### config.mk
export PLATFORM = sky130hd
export DESIGN_NAME = inst_fetch_queue_flat
export DESIGN_NICKNAME = d
export VERILOG_FILES = /design/src/rtl/inst_fetch_queue_if.sv /design/src/rtl/inst_fetch_queue.sv /design/src/flat_wrapper.sv
export SDC_FILE = /design/constraint.sdc
export NUM_CORES = 1
export LEC_CHECK = 0
export ABC_AREA = 1
export BUFFER_PORTS_ARGS = -buffer_cell sky130_fd_sc_hd__buf_2
export CORE_ASPECT_RATIO = 1.1
export CORE_MARGIN = 1
export CORE_UTILIZATION = 59
export CTS_CLUSTER_DIAMETER = 80
export DETAILED_ROUTE_END_ITERATION = 16
export GPL_ROUTABILITY_DRIVEN = 1
export PLACE_DENSITY = 0.8
export SYNTH_ARGS = -nofsm -noshare
export SYNTH_HDL_FRONTEND = slang
export SYNTH_SLANG_ARGS = --single-unit
### constraint.sdc
create_clock -name clk -period 11.68 [get_ports clk]
set_input_delay 0.584 -clock clk [delete_from_list [all_inputs] [get_ports clk]]
set_output_delay 0.584 -clock clk [all_outputs]
set_load 0.01 [all_outputs]
### src/rtl/inst_fetch_queue_if.sv
// Handshake bundle between the fetch queue, instruction memory and decode.
// master: the fetch queue; slave: the memory/decode environment.
interface inst_fetch_queue_if;
  logic        imem_req_valid;
  logic        imem_req_ready;
  logic [31:0] imem_addr;
  logic        imem_rsp_valid;
  logic [31:0] imem_rsp_data;
  logic        redirect_valid;
  logic [31:0] redirect_pc;
  logic        inst_valid;
  logic        inst_ready;
  logic [31:0] inst_data;
  logic [31:0] inst_pc;
  logic [5:0]  opcode;
  logic [5:0]  func;

  modport master (
    output imem_req_valid, imem_addr, inst_valid, inst_data, inst_pc, opcode, func,
    input  imem_req_ready, imem_rsp_valid, imem_rsp_data, redirect_valid, redirect_pc,
           inst_ready
  );

  modport slave (
    input  imem_req_valid, imem_addr, inst_valid, inst_data, inst_pc, opcode, func,
    output imem_req_ready, imem_rsp_valid, imem_rsp_data, redirect_valid, redirect_pc,
           inst_ready
  );
endinterface

### src/rtl/inst_fetch_queue.sv
// Instruction fetch queue: sequential PC generation, in-order response FIFO,
// redirect flush with in-flight response dropping.
// Optional macro IFQ_BYPASS_EN: combinational response-to-decode bypass when
// the queue is empty.
module inst_fetch_queue #(
  parameter int unsigned DEPTH    = 4,
  parameter logic [31:0] RESET_PC = 32'h0000_0000
) (
  input logic                clk,
  input logic                rst,
  inst_fetch_queue_if.master bus
);
  localparam int unsigned AW = $clog2(DEPTH);
  localparam int unsigned CW = AW + 1;
  localparam int unsigned SW = CW + 1;
  localparam logic [SW-1:0] DEPTH_S = SW'(DEPTH);

  logic [31:0]   r_fetch_pc;
  logic [31:0]   r_rsp_pc;
  logic [AW-1:0] r_rd_ptr;
  logic [AW-1:0] r_wr_ptr;
  logic [CW-1:0] r_count;
  logic [CW-1:0] r_outstanding;
  logic [CW-1:0] r_drop_cnt;
  logic [31:0]   r_mem_data [DEPTH];
  logic [31:0]   r_mem_pc   [DEPTH];

  logic          w_redir;
  logic [31:0]   w_redir_pc;
  logic [1:0]    w_unused_pc_lsb;
  logic [SW-1:0] w_occupancy;
  logic          w_req_valid;
  logic          w_accept;
  logic          w_rsp;
  logic          w_keep;
  logic          w_head_valid;
  logic [31:0]   w_head_data;
  logic [31:0]   w_head_pc;
  logic          w_inst_valid;
  logic [31:0]   w_inst_data;
  logic [31:0]   w_inst_pc;
  logic          w_push;
  logic          w_pop;

  assign w_redir         = bus.redirect_valid;
  assign w_redir_pc      = {bus.redirect_pc[31:2], 2'b00};
  assign w_unused_pc_lsb = bus.redirect_pc[1:0];

  // Buffered plus outstanding fetches never exceed DEPTH, so the FIFO cannot overflow.
  assign w_occupancy  = SW'(r_count) + SW'(r_outstanding);
  assign w_req_valid  = !rst && !w_redir && (w_occupancy < DEPTH_S);
  assign w_accept     = w_req_valid && bus.imem_req_ready;
  // A response with nothing outstanding is ignored.
  assign w_rsp        = bus.imem_rsp_valid && (r_outstanding != '0);
  assign w_keep       = w_rsp && (r_drop_cnt == '0) && !w_redir;
  assign w_head_valid = (r_count != '0);
  assign w_head_data  = r_mem_data[r_rd_ptr];
  assign w_head_pc    = r_mem_pc[r_rd_ptr];

`ifdef IFQ_BYPASS_EN
  // Bypass only when the queue is empty, so ordering is preserved; a bypassed
  // word that decode takes is never written into the FIFO.
  logic w_bypass;
  assign w_bypass     = w_keep && !w_head_valid;
  assign w_inst_valid = (w_head_valid || w_bypass) && !w_redir;
  assign w_inst_data  = w_bypass ? bus.imem_rsp_data : w_head_data;
  assign w_inst_pc    = w_bypass ? r_rsp_pc : w_head_pc;
  assign w_pop        = w_head_valid && !w_redir && bus.inst_ready;
  assign w_push       = w_keep && !(w_bypass && bus.inst_ready);
`else
  assign w_inst_valid = w_head_valid && !w_redir;
  assign w_inst_data  = w_head_data;
  assign w_inst_pc    = w_head_pc;
  assign w_pop        = w_inst_valid && bus.inst_ready;
  assign w_push       = w_keep;
`endif

  assign bus.imem_req_valid = w_req_valid;
  assign bus.imem_addr      = r_fetch_pc;
  assign bus.inst_valid     = w_inst_valid;
  assign bus.inst_data      = w_inst_data;
  assign bus.inst_pc        = w_inst_pc;
  assign bus.opcode         = w_inst_data[31:26];
  assign bus.func           = w_inst_data[5:0];

  // Fetch/response PCs, FIFO pointers and occupancy counters; redirect wins.
  always_ff @(posedge clk or posedge rst) begin
    if (rst) begin
      r_fetch_pc    <= RESET_PC;
      r_rsp_pc      <= RESET_PC;
      r_rd_ptr      <= '0;
      r_wr_ptr      <= '0;
      r_count       <= '0;
      r_outstanding <= '0;
      r_drop_cnt    <= '0;
    end else if (w_redir) begin
      r_fetch_pc    <= w_redir_pc;
      r_rsp_pc      <= w_redir_pc;
      r_rd_ptr      <= '0;
      r_wr_ptr      <= '0;
      r_count       <= '0;
      // Every fetch still in flight after this cycle belongs to the old path.
      r_outstanding <= r_outstanding - CW'(w_rsp);
      r_drop_cnt    <= r_outstanding - CW'(w_rsp);
    end else begin
      if (w_accept) r_fetch_pc <= r_fetch_pc + 32'd4;
      r_outstanding <= r_outstanding + CW'(w_accept) - CW'(w_rsp);
      if (w_rsp && (r_drop_cnt != '0)) r_drop_cnt <= r_drop_cnt - CW'(1);
      if (w_keep) r_rsp_pc <= r_rsp_pc + 32'd4;
      if (w_push) r_wr_ptr <= r_wr_ptr + AW'(1);
      if (w_pop)  r_rd_ptr <= r_rd_ptr + AW'(1);
      r_count <= r_count + CW'(w_push) - CW'(w_pop);
    end
  end

  // FIFO storage; cleared on reset so the head outputs read zero.
  always_ff @(posedge clk or posedge rst) begin
    if (rst) begin
      for (int unsigned i = 0; i < DEPTH; i++) begin
        r_mem_data[i] <= '0;
        r_mem_pc[i]   <= '0;
      end
    end else if (w_push) begin
      r_mem_data[r_wr_ptr] <= bus.imem_rsp_data;
      r_mem_pc[r_wr_ptr]   <= r_rsp_pc;
    end
  end
endmodule

### src/flat_wrapper.sv
// flat-port wrapper written by rule: the top's interface ports become plain ports
module inst_fetch_queue_flat 
#(
  parameter int unsigned DEPTH    = 4,
  parameter logic [31:0] RESET_PC = 32'h0000_0000
)
  (clk, rst, bus_imem_req_valid, bus_imem_addr, bus_inst_valid, bus_inst_data, bus_inst_pc, bus_opcode, bus_func, bus_imem_req_ready, bus_imem_rsp_valid, bus_imem_rsp_data, bus_redirect_valid, bus_redirect_pc, bus_inst_ready);
  inst_fetch_queue_if bus_i ();
  input logic clk;
  input logic rst;
  output wire logic [$bits(bus_i.imem_req_valid)-1:0] bus_imem_req_valid;
  output wire logic [$bits(bus_i.imem_addr)-1:0] bus_imem_addr;
  output wire logic [$bits(bus_i.inst_valid)-1:0] bus_inst_valid;
  output wire logic [$bits(bus_i.inst_data)-1:0] bus_inst_data;
  output wire logic [$bits(bus_i.inst_pc)-1:0] bus_inst_pc;
  output wire logic [$bits(bus_i.opcode)-1:0] bus_opcode;
  output wire logic [$bits(bus_i.func)-1:0] bus_func;
  input wire logic [$bits(bus_i.imem_req_ready)-1:0] bus_imem_req_ready;
  input wire logic [$bits(bus_i.imem_rsp_valid)-1:0] bus_imem_rsp_valid;
  input wire logic [$bits(bus_i.imem_rsp_data)-1:0] bus_imem_rsp_data;
  input wire logic [$bits(bus_i.redirect_valid)-1:0] bus_redirect_valid;
  input wire logic [$bits(bus_i.redirect_pc)-1:0] bus_redirect_pc;
  input wire logic [$bits(bus_i.inst_ready)-1:0] bus_inst_ready;
  assign bus_imem_req_valid = bus_i.imem_req_valid;
  assign bus_imem_addr = bus_i.imem_addr;
  assign bus_inst_valid = bus_i.inst_valid;
  assign bus_inst_data = bus_i.inst_data;
  assign bus_inst_pc = bus_i.inst_pc;
  assign bus_opcode = bus_i.opcode;
  assign bus_func = bus_i.func;
  assign bus_i.imem_req_ready = bus_imem_req_ready;
  assign bus_i.imem_rsp_valid = bus_imem_rsp_valid;
  assign bus_i.imem_rsp_data = bus_imem_rsp_data;
  assign bus_i.redirect_valid = bus_redirect_valid;
  assign bus_i.redirect_pc = bus_redirect_pc;
  assign bus_i.inst_ready = bus_inst_ready;
  inst_fetch_queue #(.DEPTH(DEPTH), .RESET_PC(RESET_PC)) u_core (.clk(clk), .rst(rst), .bus(bus_i));
endmodule
Word level (Yosys, flattened, before mapping) --
Index checks and enable logic that the tools add are counted.
Cells by class: add/sub/neg operators 11, $lt $le $gt $ge 4, multiplexer cells 22, bitwise operators 2, reductions and logical operators 20
Operators by type and width (count):
- two-way mux 32 bit | 9
- bitwise mux 128 bit | 2
- binary-select mux 32 bit (select 2 bit) | 2
- adder 32 x 3 -> 32 bit (second input constant) | 2
- demux 32 bit (select 2 bit) | 1
- two-way mux 3 bit | 4
- logical AND 1 bit | 10
- nonzero test 3 bit | 3
- subtractor 3 x 1 -> 3 bit | 3
- two-way mux 2 bit | 4
- nonzero test 2 bit | 4
- adder 3 x 1 -> 3 bit | 2
- >= comparator 3 bit (second input constant) | 2
- NOT 2 -> 3 bit | 2
- adder 2 x 1 -> 2 bit (second input constant) | 2
- adder 3 x 3 -> 4 bit | 1
- < comparator 4 x 3 -> 1 bit (second input constant) | 1
- zero test 3 bit | 1
- < comparator 3 x 1 -> 1 bit (second input constant) | 1
- subtractor 3 x 1 -> 3 bit (second input constant) | 1
- zero test 1 bit | 2
Storage, ports and cells: register bits after elaboration 333, input bits 70, output and inout bits 110

Depth between registers and ports, before layout --
Gate-level depths: netlist of run 1.
word-level depth 7, mapped depth 13, depth with buffers taken out 12

Least setup slack after synthesis of run 1 --
OpenSTA, ideal clock, no wires.
path kind register to register, start point reg u_core.r_count[1], end point reg u_core.r_outstanding[2], arrival 2274 ps, slack 9282 ps, cell stages (with the launch flop) 14, buffers on the path 1, clock period less this slack 2398 ps, cells stage by stage dfrtp_1 -> ha_1 -> nand3_1 -> nand2_1 -> nor3_4 -> nand2_2 -> inv_2 -> buf_4 -> ha_1 -> fa_1 -> xor2_1 -> or2_2 -> nand3_1 -> nand2_1
Between the ends: cells in the longest elaborated chain, start to end 7
RTL lines:
- from (decl) | RTL line inst_fetch_queue.sv:22 | logic [CW-1:0] r_count;
- from (signal assigned) | RTL line inst_fetch_queue.sv:112 | r_count <= r_count + CW'(w_push) - CW'(w_pop);
- adder 3 x 3 -> 4 bit | RTL line inst_fetch_queue.sv:50 | assign w_occupancy = SW'(r_count) + SW'(r_outstanding);
- < comparator 4 x 3 -> 1 bit | RTL line inst_fetch_queue.sv:51 | assign w_req_valid = !rst && !w_redir && (w_occupancy < DEPTH_S);
- logical AND 1 bit | RTL line inst_fetch_queue.sv:51
- net bus_imem_req_valid | RTL line flat_wrapper.sv:11 | output wire logic [$bits(bus_i.imem_req_valid)-1:0] bus_imem_req_valid;
- logical AND 1 bit | RTL line inst_fetch_queue.sv:52 | assign w_accept = w_req_valid && bus.imem_req_ready;
- adder 3 x 1 -> 3 bit | RTL line inst_fetch_queue.sv:107 | r_outstanding <= r_outstanding + CW'(w_accept) - CW'(w_rsp);
- subtractor 3 x 1 -> 3 bit | RTL line inst_fetch_queue.sv:107
- two-way mux 3 bit | RTL line inst_fetch_queue.sv:96 | end else if (w_redir) begin
- to (signal assigned) | RTL line inst_fetch_queue.sv:103 | r_outstanding <= r_outstanding - CW'(w_rsp);
- to (signal assigned) | RTL line inst_fetch_queue.sv:107
- to (decl) | RTL line inst_fetch_queue.sv:23 | logic [CW-1:0] r_outstanding;
The timed path passes the listed nets, and every way through them passes these cells. A chain may end at the register's enable or synchronous reset.

Final worst setup path of run 1 --
start point reg u_core.r_rd_ptr[0], end point out bus_inst_pc[28]
Between the ends: cells in the longest elaborated chain, start to end 4
RTL lines:
- from (decl) | RTL line inst_fetch_queue.sv:20 | logic [AW-1:0] r_rd_ptr;
- from (signal assigned) | RTL line inst_fetch_queue.sv:111 | if (w_pop) r_rd_ptr <= r_rd_ptr + AW'(1);
- NOT 2 -> 3 bit (not written as such) | RTL line inst_fetch_queue.sv:58 | assign w_head_pc = r_mem_pc[r_rd_ptr];
- binary-select mux 32 bit (select 2 bit) | RTL line inst_fetch_queue.sv:58
- two-way mux 32 bit (not written as such) (2 in a row) | RTL line inst_fetch_queue.sv:58
- to (decl) | RTL line flat_wrapper.sv:15 | output wire logic [$bits(bus_i.inst_pc)-1:0] bus_inst_pc;
No other way between the ends. The select of a mux whose other input is x is not followed.

==> results.cfg, run 1 <==
[cells_and_area]
area_growth_pct = 11.73
fin_nets = 2256
design_area_sq_um = 17970
num-fill-cells = 2293
drive_gt1_frac = 0.1227
seqCellArea_sq_um = 8038
multi_input_area_sq_um = 6939

[setup_path]
reg2reg_to = u_core.r_mem_pc[5]
arrival_ns = 3.89
critPathSlowestCell = clkinv_2
r2r_cells = 10
crit_chain = clkinv_2 > buf_4 > a21oi_1 > o21ai_0 > o21ai_0 > buf_2
critical_path.max_stage_delay_ns = 1.01
critPathRequiredTime_ns = 11.10
cp-start-kind = register
crit_fanout = 75
r2r-start = u_core.r_drop_cnt[1]
cp-end-kind = output port
regToRegSetupSlack_ns = 8.03
critPathKind = register to output port
crit_path_frequent_cell = o21ai_0

[yosys]
synth_adder_area_share = 0.01493
synth_top_area_cell = dfrtp_1
synth-edff-count = 0
synth_xor_area_frac = 0.01252
syn_avg_cell_area_sq_um = 7.748
synth_area_leaders = dfrtp_1, nand2_1, o21ai_0, nor2_1, a21oi_1
yosysSeqAreaShare = 0.4994
syn_area_sq_um = 16090
synth_top_family_by_area = simple AND/OR/NAND/NOR gates
async_flop_share = 1.000
ys.flop_type = dfrtp_1
synth_top_area_frac = 0.4994
synth.ff_latch_count = 321
synth_cell_types = 38
synth_compound_area_frac = 0.1686
yosys.area_share.simple = 0.2344
syn_inst = 2076
yosysWarnings = 0
muxShareOfSynthArea = 0

[route]
firstDrtPassIters = 5
wl_per_cell_um = 17.35
ant_nets = 0
drtIter0Drc = 1554
viasPerCell = 5.736
wl_um = 44250
vias = 14630
drc = 0

[timing]
slew_violations = 0
max_freq_mhz = 223.5
slew_headroom = 0.2912
skew_ns = 0.01670
finalWorstPathRequiredPeriod_ns = 4.474
tns_ns = 0
fin_crit_sh = 0.3830
worst_pin_slew_ns = 1.063
setup_viol = 0
rsz0062_at_grt = no
hold_violations = 0
timing.hold.ws_ns = 0.2146

[grt]
antenna_found_initial = 1
grt_pass1_vias = 14070
grt_start_max_net_pins = 97
grt.total_usage = 0.3194
grt_pass1_wl_um = 71700
grt_overflow = 0

[die]
die_area_sq_um = 27930
die_w_um = 159.4
row_count = 63
initial_core_util = 0.5984
io_pins = 180
coreArea_sq_um = 26880
die_h_um = 175.2

[job]
cap_violations = 0

[cts]
clk_path_buf_depth = 3
holdBufCountCts = 0
cts_max_level = 2
cts_sinks = 321
clockRootBuffer = clkbuf_16
cts_tree = built
cts-resized-gates = 0
numCtsBuffers = 35
post_cts_buffers = 0
clkTransAtPathRegs_ns = 0.06
clk_latency_ns = 0.52

[power_and_ir_drop]
max-vdd-ir-drop_uv = 142.0
total_power_mw = 3.958
power_per_cell_area_nw_per_um2 = 220.2
cellLeakagePower_nw = 9.246

[hold_path]
hold_class = input port to asynchronous set/reset pin

[placement]
portBuffers = 173
placed_area_sq_um = 16870
gp_congestion = 0.9473
dp_hpwl_um = 27020

[run_status]
status = complete, no violations
[cells by family (layout without fill, tap and decap cells)]
logic type	after synthesis	after routing
buf+inv	257	371
fa+ha+maj	18	18
other cells	1	5
compound gates	517	517
simple gates	939	939
xor+xnor	23	23
flops	321	321
[synthesized netlist by cell type (all sizes together), types with 3 or more instances]
cell      n
nand4    11
or2       6
nand2   523
ha       16
nor2    301
dfrtp   321
o221ai    3
a21oi   129
buf      73
nand3    87
xor2     21
o211ai   15
nor3     11
clkbuf   64
o22ai    52
inv     118
o21ai   313
[flip-flops by register name (all words and copies together) (netlist names)]
register              cells
u_core.r_count            3
u_core.r_rsp_pc          30
u_core.r_outstanding      3
u_core.bus.imem_addr     30
u_core.r_mem_pc         120
u_core.r_drop_cnt         3
u_core.r_mem_data       128
u_core.r_rd_ptr           2
u_core.r_wr_ptr           2
[cells in the final DEF (no fill, tap or decap), types with 16 or more instances in the layout]
master / instances
a21oi_1: 129
nor2_1: 294
dfrtp_1: 319
ha_1: 16
o22ai_1: 52
xor2_1: 21
clkbuf_16: 37
o21ai_0: 278
nand2_1: 519
buf_2: 173
buf_4: 16
o21ai_1: 35
nand3_1: 86
inv_1: 111
[power by group]
| group | switching [mW] | total, mW | internal, mW | leakage, nW |
|---|---|---|---|---|
| sequential | 0.197 | 1.56 | 1.37 | 4.16 |
| clock | 0.447 | 1.08 | 0.629 | 0.548 |
| combinational | 0.843 | 1.32 | 0.475 | 4.53 |
[area by class of cell]
cell class | count | share of cell area
Antenna cell | 1 | 0.0001392
Tap cell | 357 | 0.02485
Multi-Input combinational cell | 1501 | 0.3861
Timing Repair Buffer | 189 | 0.05486
Clock inverter | 10 | 0.004386
Clock buffer | 52 | 0.05688
Sequential cell | 321 | 0.4472
Inverter | 120 | 0.02555
[worst max-delay path, delay by kind of cell, from the launching register on]
kind,cells,cell delay [ns]
buffers and inverters,3,1.90
AO/OA/AOI/OAI,3,0.51
flip-flops,1,0.88
[worst max path at each step]
stage	from	endpoint	slack, ns
finish	u_core.r_rd_ptr[0]	bus_inst_pc[28]	7.21
CTS	u_core.r_rd_ptr[0]	bus_inst_pc[28]	7.29
global route	u_core.r_rd_ptr[0]	bus_inst_pc[28]	7.02
floorplan	rst	u_core.bus.imem_addr[10]	2.21
global placement	bus_redirect_valid	u_core.r_mem_pc[77]	7.41
detailed placement	bus_redirect_valid	u_core.r_mem_pc[76]	7.34
[per-layer routing]
metal | routed length (um) | track usage | up-vias
met5 | 0 | 0 | -
met4 | 980 | 0.1014 | 0
met3 | 3226 | 0.04130 | 82
met2 | 21370 | 0.5406 | 621
met1 | 18680 | 0.4287 | 6989
li1 | - | - | 6940
[through the flow]
step | setup WS, ns | cells | utilization
after floorplan | 2.211 | 2079 | -
after global placement | 7.414 | 2488 | 0.6276
after detailed placement | 7.338 | 2488 | 0.6276
after CTS | 7.289 | 2550 | 0.6685
after global routing | 7.018 | 2550 | 0.6685
final | 7.206 | 2551 | 0.6686
(Power assumes the default switching activity.)
==> inputs of run 2 (changes only) <==
- clock period: 11.68 -> 4.3 ns (I/O delays scaled with it)
==> run 2 against run 1 <==
Combinational power rose to 2.8 times the previous value. Sequential power rose to 2.7 times the previous value. Cell count up 2.2%. Sequential cell count unchanged.
==> results.cfg, run 2 (synthesis results as in run 1) <==
[setup_path]
crit_fanout = 53
r2r_cells = 9
r2r-start = u_core.r_drop_cnt[0]
regToRegSetupSlack_ns = 1.49
cp-end-kind = output port
cp-start-kind = register
arrival_ns = 2.72
critPathRequiredTime_ns = 4.09
critPathKind = register to output port
reg2reg_to = u_core.r_mem_pc[26]

[placement]
placed_area_sq_um = 17000
dp_hpwl_um = 27300
dp_slack_ns = 1.502
portBuffers = 173
gp_congestion = 0.9646
dp_cells = 2498

[cts]
clkTransAtPathRegs_ns = 0.06
clk_latency_ns = 0.51
clk_path_buf_depth = 3
cts_tree = built
post_cts_buffers = 0
cts_max_level = 2
holdBufCountCts = 49
cts-resized-gates = 0
clockRootBuffer = clkbuf_16
cts_sinks = 321
numCtsBuffers = 35

[grt]
grt_busiest_layer = met2
grt_start_max_net_pins = 126
grt_pass1_wl_um = 72370
grt.total_usage = 0.3205
met3_usage = 0.04130
antenna_found_initial = 0
grt_pass1_vias = 14400
grt_overflow = 0
use_met1 = 0.4185
met2_usage = 0.5605

[route]
vias = 14810
ant_nets = 0
wl_um = 44210
viasPerCell = 5.683
drtIter0Drc = 1314
drc = 0
firstDrtPassIters = 5
wl_per_cell_um = 16.97

[power_and_ir_drop]
cellLeakagePower_nw = 9.507
total_power_mw = 10.83
power_per_cell_area_nw_per_um2 = 582.3
max-vdd-ir-drop_uv = 323.9

[timing]
fin_crit_sh = 0.6818
skew_ns = 0.01514
max_freq_mhz = 341.1
setup_viol = 0
slew_headroom = 0.2798
worst_pin_slew_ns = 1.080
timing.hold.ws_ns = 0.01807
setup_ws_ns = 1.368
finalWorstPathRequiredPeriod_ns = 2.932
rsz0062_at_grt = no
hold_violations = 0
slew_violations = 0

[hold_path]
min_from = bus_redirect_pc[12]
hold_class = input port to register
hold_path_end = u_core.bus.imem_addr[12]
whs_path_depth = 3

[cells_and_area]
design_area_sq_um = 18600
area_growth_pct = 15.65
final_cells = 2606
mostFrequentLayoutCell = nand2_1
drive_gt1_frac = 0.1232
largest_reg_flops = 128
fin_nets = 2315
largest_register = u_core.r_mem_data
layout_common_cells = nand2_1, dfrtp_1, nor2_1
diodes = 0
largestRegisters = u_core.r_mem_data: 128 flops, u_core.r_mem_pc: 120 flops

[die]
coreArea_sq_um = 26880
io_pins = 180
row_count = 63
initial_core_util = 0.5984
die_h_um = 175.2
die_w_um = 159.4
die_area_sq_um = 27930

[job]
cap_violations = 0

[run_status]
status = complete, no violations
run 2: worst max-delay path by stage:
stage | startpoint | to | slack [ns] | cells after the start
3_5_place_dp | u_core.r_drop_cnt[0] | u_core.r_mem_pc[26] | 1.50 | 9
5_1_grt | u_core.r_rd_ptr[0] | bus_opcode[4] | 1.21 | 5
4_1_cts | u_core.r_rd_ptr[0] | bus_inst_pc[28] | 1.37 | 4
2_1_floorplan | rst | u_core.bus.imem_addr[10] | -0.20 | 1
6_report | u_core.r_rd_ptr[0] | bus_opcode[0] | 1.37 | 5
3_3_place_gp | u_core.r_drop_cnt[0] | u_core.r_mem_pc[26] | 1.60 | 9
run 2: area by class of cell:
| cell class | count | area, sq um |
|---|---|---|
| Inverter | 120 | 455.4 |
| Clock inverter | 7 | 91.34 |
| Multi-Input combinational cell | 1501 | 6939 |
| Clock buffer | 52 | 1020 |
| Timing Repair Buffer | 248 | 1614 |
| Sequential cell | 321 | 8036 |
| Fill cell | 2190 | 8277 |
| Tap cell | 357 | 446.7 |
run 2: per-stage QoR:
step / TNS (ns) / util
2_1_floorplan: -62.85 / -
3_3_place_gp: 0 / 0.6325
3_5_place_dp: 0 / 0.6325
4_1_cts: 0 / 0.6921
5_1_grt: 0 / 0.6921
6_report: 0 / 0.6921
run 2: critical path, cell delays in order, from the launching register on:
cell,delay [ns]
dfrtp_4,0.56
clkinv_2,0.60
buf_4,0.48
o21ai_0,0.25
o22ai_1,0.13
buf_2,0.16
run 2: routing by layer:
layer | share of wire | wire [um]
met5 | 0 | 0
met4 | 0.020 | 901
met3 | 0.065 | 2883
met2 | 0.50 | 21990
met1 | 0.42 | 18440
run 2: report_power, final:
| group | internal [mW] | leakage (nW) | switching (mW) | total, mW |
|---|---|---|---|---|
| Sequential | 3.71 | 4.17 | 0.486 | 4.20 |
| Combinational | 1.34 | 4.80 | 2.34 | 3.68 |
| Clock | 1.76 | 0.544 | 1.20 | 2.95 |
==> inputs of run 3 (changes only) <==
- clock period: 4.3 -> 3.06 ns (I/O delays scaled with it)
==> run 3 against run 2 <==
Global-route usage increased by 0.80 points. First-iteration DRC count increased by 16%. Clock skew increased by 0.0083 ns. Critical path depth unchanged. Highest routed layer unchanged.
==> results.cfg, run 3 (synthesis results as in run 1) <==
[setup_path]
critPathRequiredTime_ns = 2.91
cp-start-kind = register
critPathBufInv = 3
arrival_ns = 2.42
critPathSlowestCell = clkinv_2
critPathTopFamily = buffers and inverters
cp-end-kind = output port
crit_fanout = 54
r2r_cells = 11
critPathKind = register to output port
reg2reg_to = u_core.r_count[2]
regToRegSetupSlack_ns = 0.59
critical_path.max_stage_delay_ns = 0.44
r2r-start = u_core.r_drop_cnt[0]
cp-startpoint = u_core.r_rd_ptr[0]
crit_chain = clkinv_2 > buf_12 > o21ai_0 > o22ai_1 > buf_2

[run_status]
status = complete, no violations

[cells_and_area]
largestRegisters = u_core.r_mem_data: 128 flops, u_core.r_mem_pc: 120 flops
num-fill-cells = 2084
drive_gt1_frac = 0.1291
largest_register = u_core.r_mem_data
final_cells = 2634
mostFrequentLayoutCell = nand2_1
layout_common_cells = nand2_1, dfrtp_1, nor2_1
diodes = 0
largest_reg_flops = 128
area_growth_pct = 18.06
fin_util = 0.7065
fin_nets = 2339

[cts]
numCtsBuffers = 35
clk_latency_ns = 0.52
cts_sinks = 321
clkTransAtPathRegs_ns = 0.06
clk_path_buf_depth = 3
clockRootBuffer = clkbuf_16
cts-resized-gates = 0
cts_max_level = 2
cts_tree = built

[grt]
grt_pass1_vias = 14590
antenna_found_initial = 0
grt.total_usage = 0.3286
grt_start_max_net_pins = 125
met2_usage = 0.5705
met3_usage = 0.03916
use_met1 = 0.4298
grt_busiest_layer = met2
grt_overflow = 0
grt_pass1_wl_um = 73670

[route]
viasPerCell = 5.767
wl_um = 45590
drc = 0
wl_per_cell_um = 17.31
ant_nets = 0
firstDrtPassIters = 5
drtIter0Drc = 1523
vias = 15190

[timing]
fin_crit_sh = 0.8402
worst_pin_slew_ns = 0.7005
slew_violations = 0
skew_ns = 0.02348
setup_viol = 0
timing.hold.ws_ns = 0.01880
slew_headroom = 0.5330
finalWorstPathRequiredPeriod_ns = 2.571
max_freq_mhz = 389.0
hold_violations = 0
rsz0062_at_grt = no

[hold_path]
whs_path_depth = 5
min_from = bus_redirect_pc[30]
hold_path_end = u_core.r_rsp_pc[30]
hold_class = input port to register

[power_and_ir_drop]
max-vdd-ir-drop_uv = 456.5
cellLeakagePower_nw = 9.706
power_per_cell_area_nw_per_um2 = 825.5

[die]
initial_core_util = 0.5984
die_h_um = 175.2
row_count = 63
die_w_um = 159.4
coreArea_sq_um = 26880
io_pins = 180
die_area_sq_um = 27930

[job]
cap_violations = 0

[placement]
dp_hpwl_um = 27900
dp_cells = 2509
portBuffers = 173
gp_congestion = 0.9499
-- run 3: changes by cell type in the layout (fill, tap and decap cells not counted), sizes merged --
cell / change
clkinvlp: -1
buf: +11
clkbuf: -3
dlygate4sd3: +13
bufinv: +3
clkinv: +5
-- run 3: how the worst max path moves through the flow --
stage / endpoint / depth (start not counted)
6_report: bus_opcode[4] / 5
3_3_place_gp: u_core.r_count[2] / 11
3_5_place_dp: u_core.r_count[2] / 11
4_1_cts: u_core.r_count[2] / 11
5_1_grt: u_core.r_count[2] / 11
2_1_floorplan: u_core.bus.imem_addr[10] / 1
-- run 3: power by group --
part           switching, mW  leakage [nW]  internal, mW
sequential             0.683          4.17          5.22
clock                   1.72         0.605          2.74
combinational           3.38          4.94          1.94
-- run 3: final cells by class --
| class | count | area, sq um | area share |
|---|---|---|---|
| Clock inverter | 14 | 214.0 | 0.01127 |
| Timing Repair Buffer | 272 | 1889 | 0.09949 |
| Sequential cell | 321 | 8036 | 0.4232 |
| Inverter | 120 | 455.4 | 0.02398 |
| Multi-Input combinational cell | 1501 | 6939 | 0.3654 |
| Clock buffer | 49 | 1010 | 0.05317 |
| Tap cell | 357 | 446.7 | 0.02352 |
-- run 3: tightest hold or removal path: stages --
cell     delay [ns]
buf_2          0.08
nand2_1        0.08
o21ai_0        0.09
inv_1          0.04
nand2_1        0.05
-- run 3: metrics by stage --
| step | total power [mW] | TNS, ns | area, sq um | worst slack [ns] |
|---|---|---|---|---|
| global placement | 10.93 | 0 | 17150 | 0.6430 |
| global route | 16.57 | 0 | 18990 | 0.3698 |
| finish | 15.68 | 0 | 18990 | 0.4890 |
| floorplan | 9.300 | -440.99 | 16100 | -1.374 |
| detailed placement | 11.12 | 0 | 17150 | 0.5994 |
| CTS | 15.67 | 0 | 18990 | 0.5778 |
-- run 3: per-layer routing --
| metal | routed length (um) | vias up |
|---|---|---|
| met5 | 0 | - |
| met4 | 1086 | 0 |
| met3 | 3061 | 83 |
| met2 | 22980 | 667 |
| met1 | 18470 | 7323 |
| li1 | - | 7118 |
-- run 3: timing repair --
action | in CTS | in global routing
hold buffers | 62 | 0
setup endpoints to repair | 0 | 0
hold endpoints to repair | 195 | 0
buffers inserted | 0 | 0
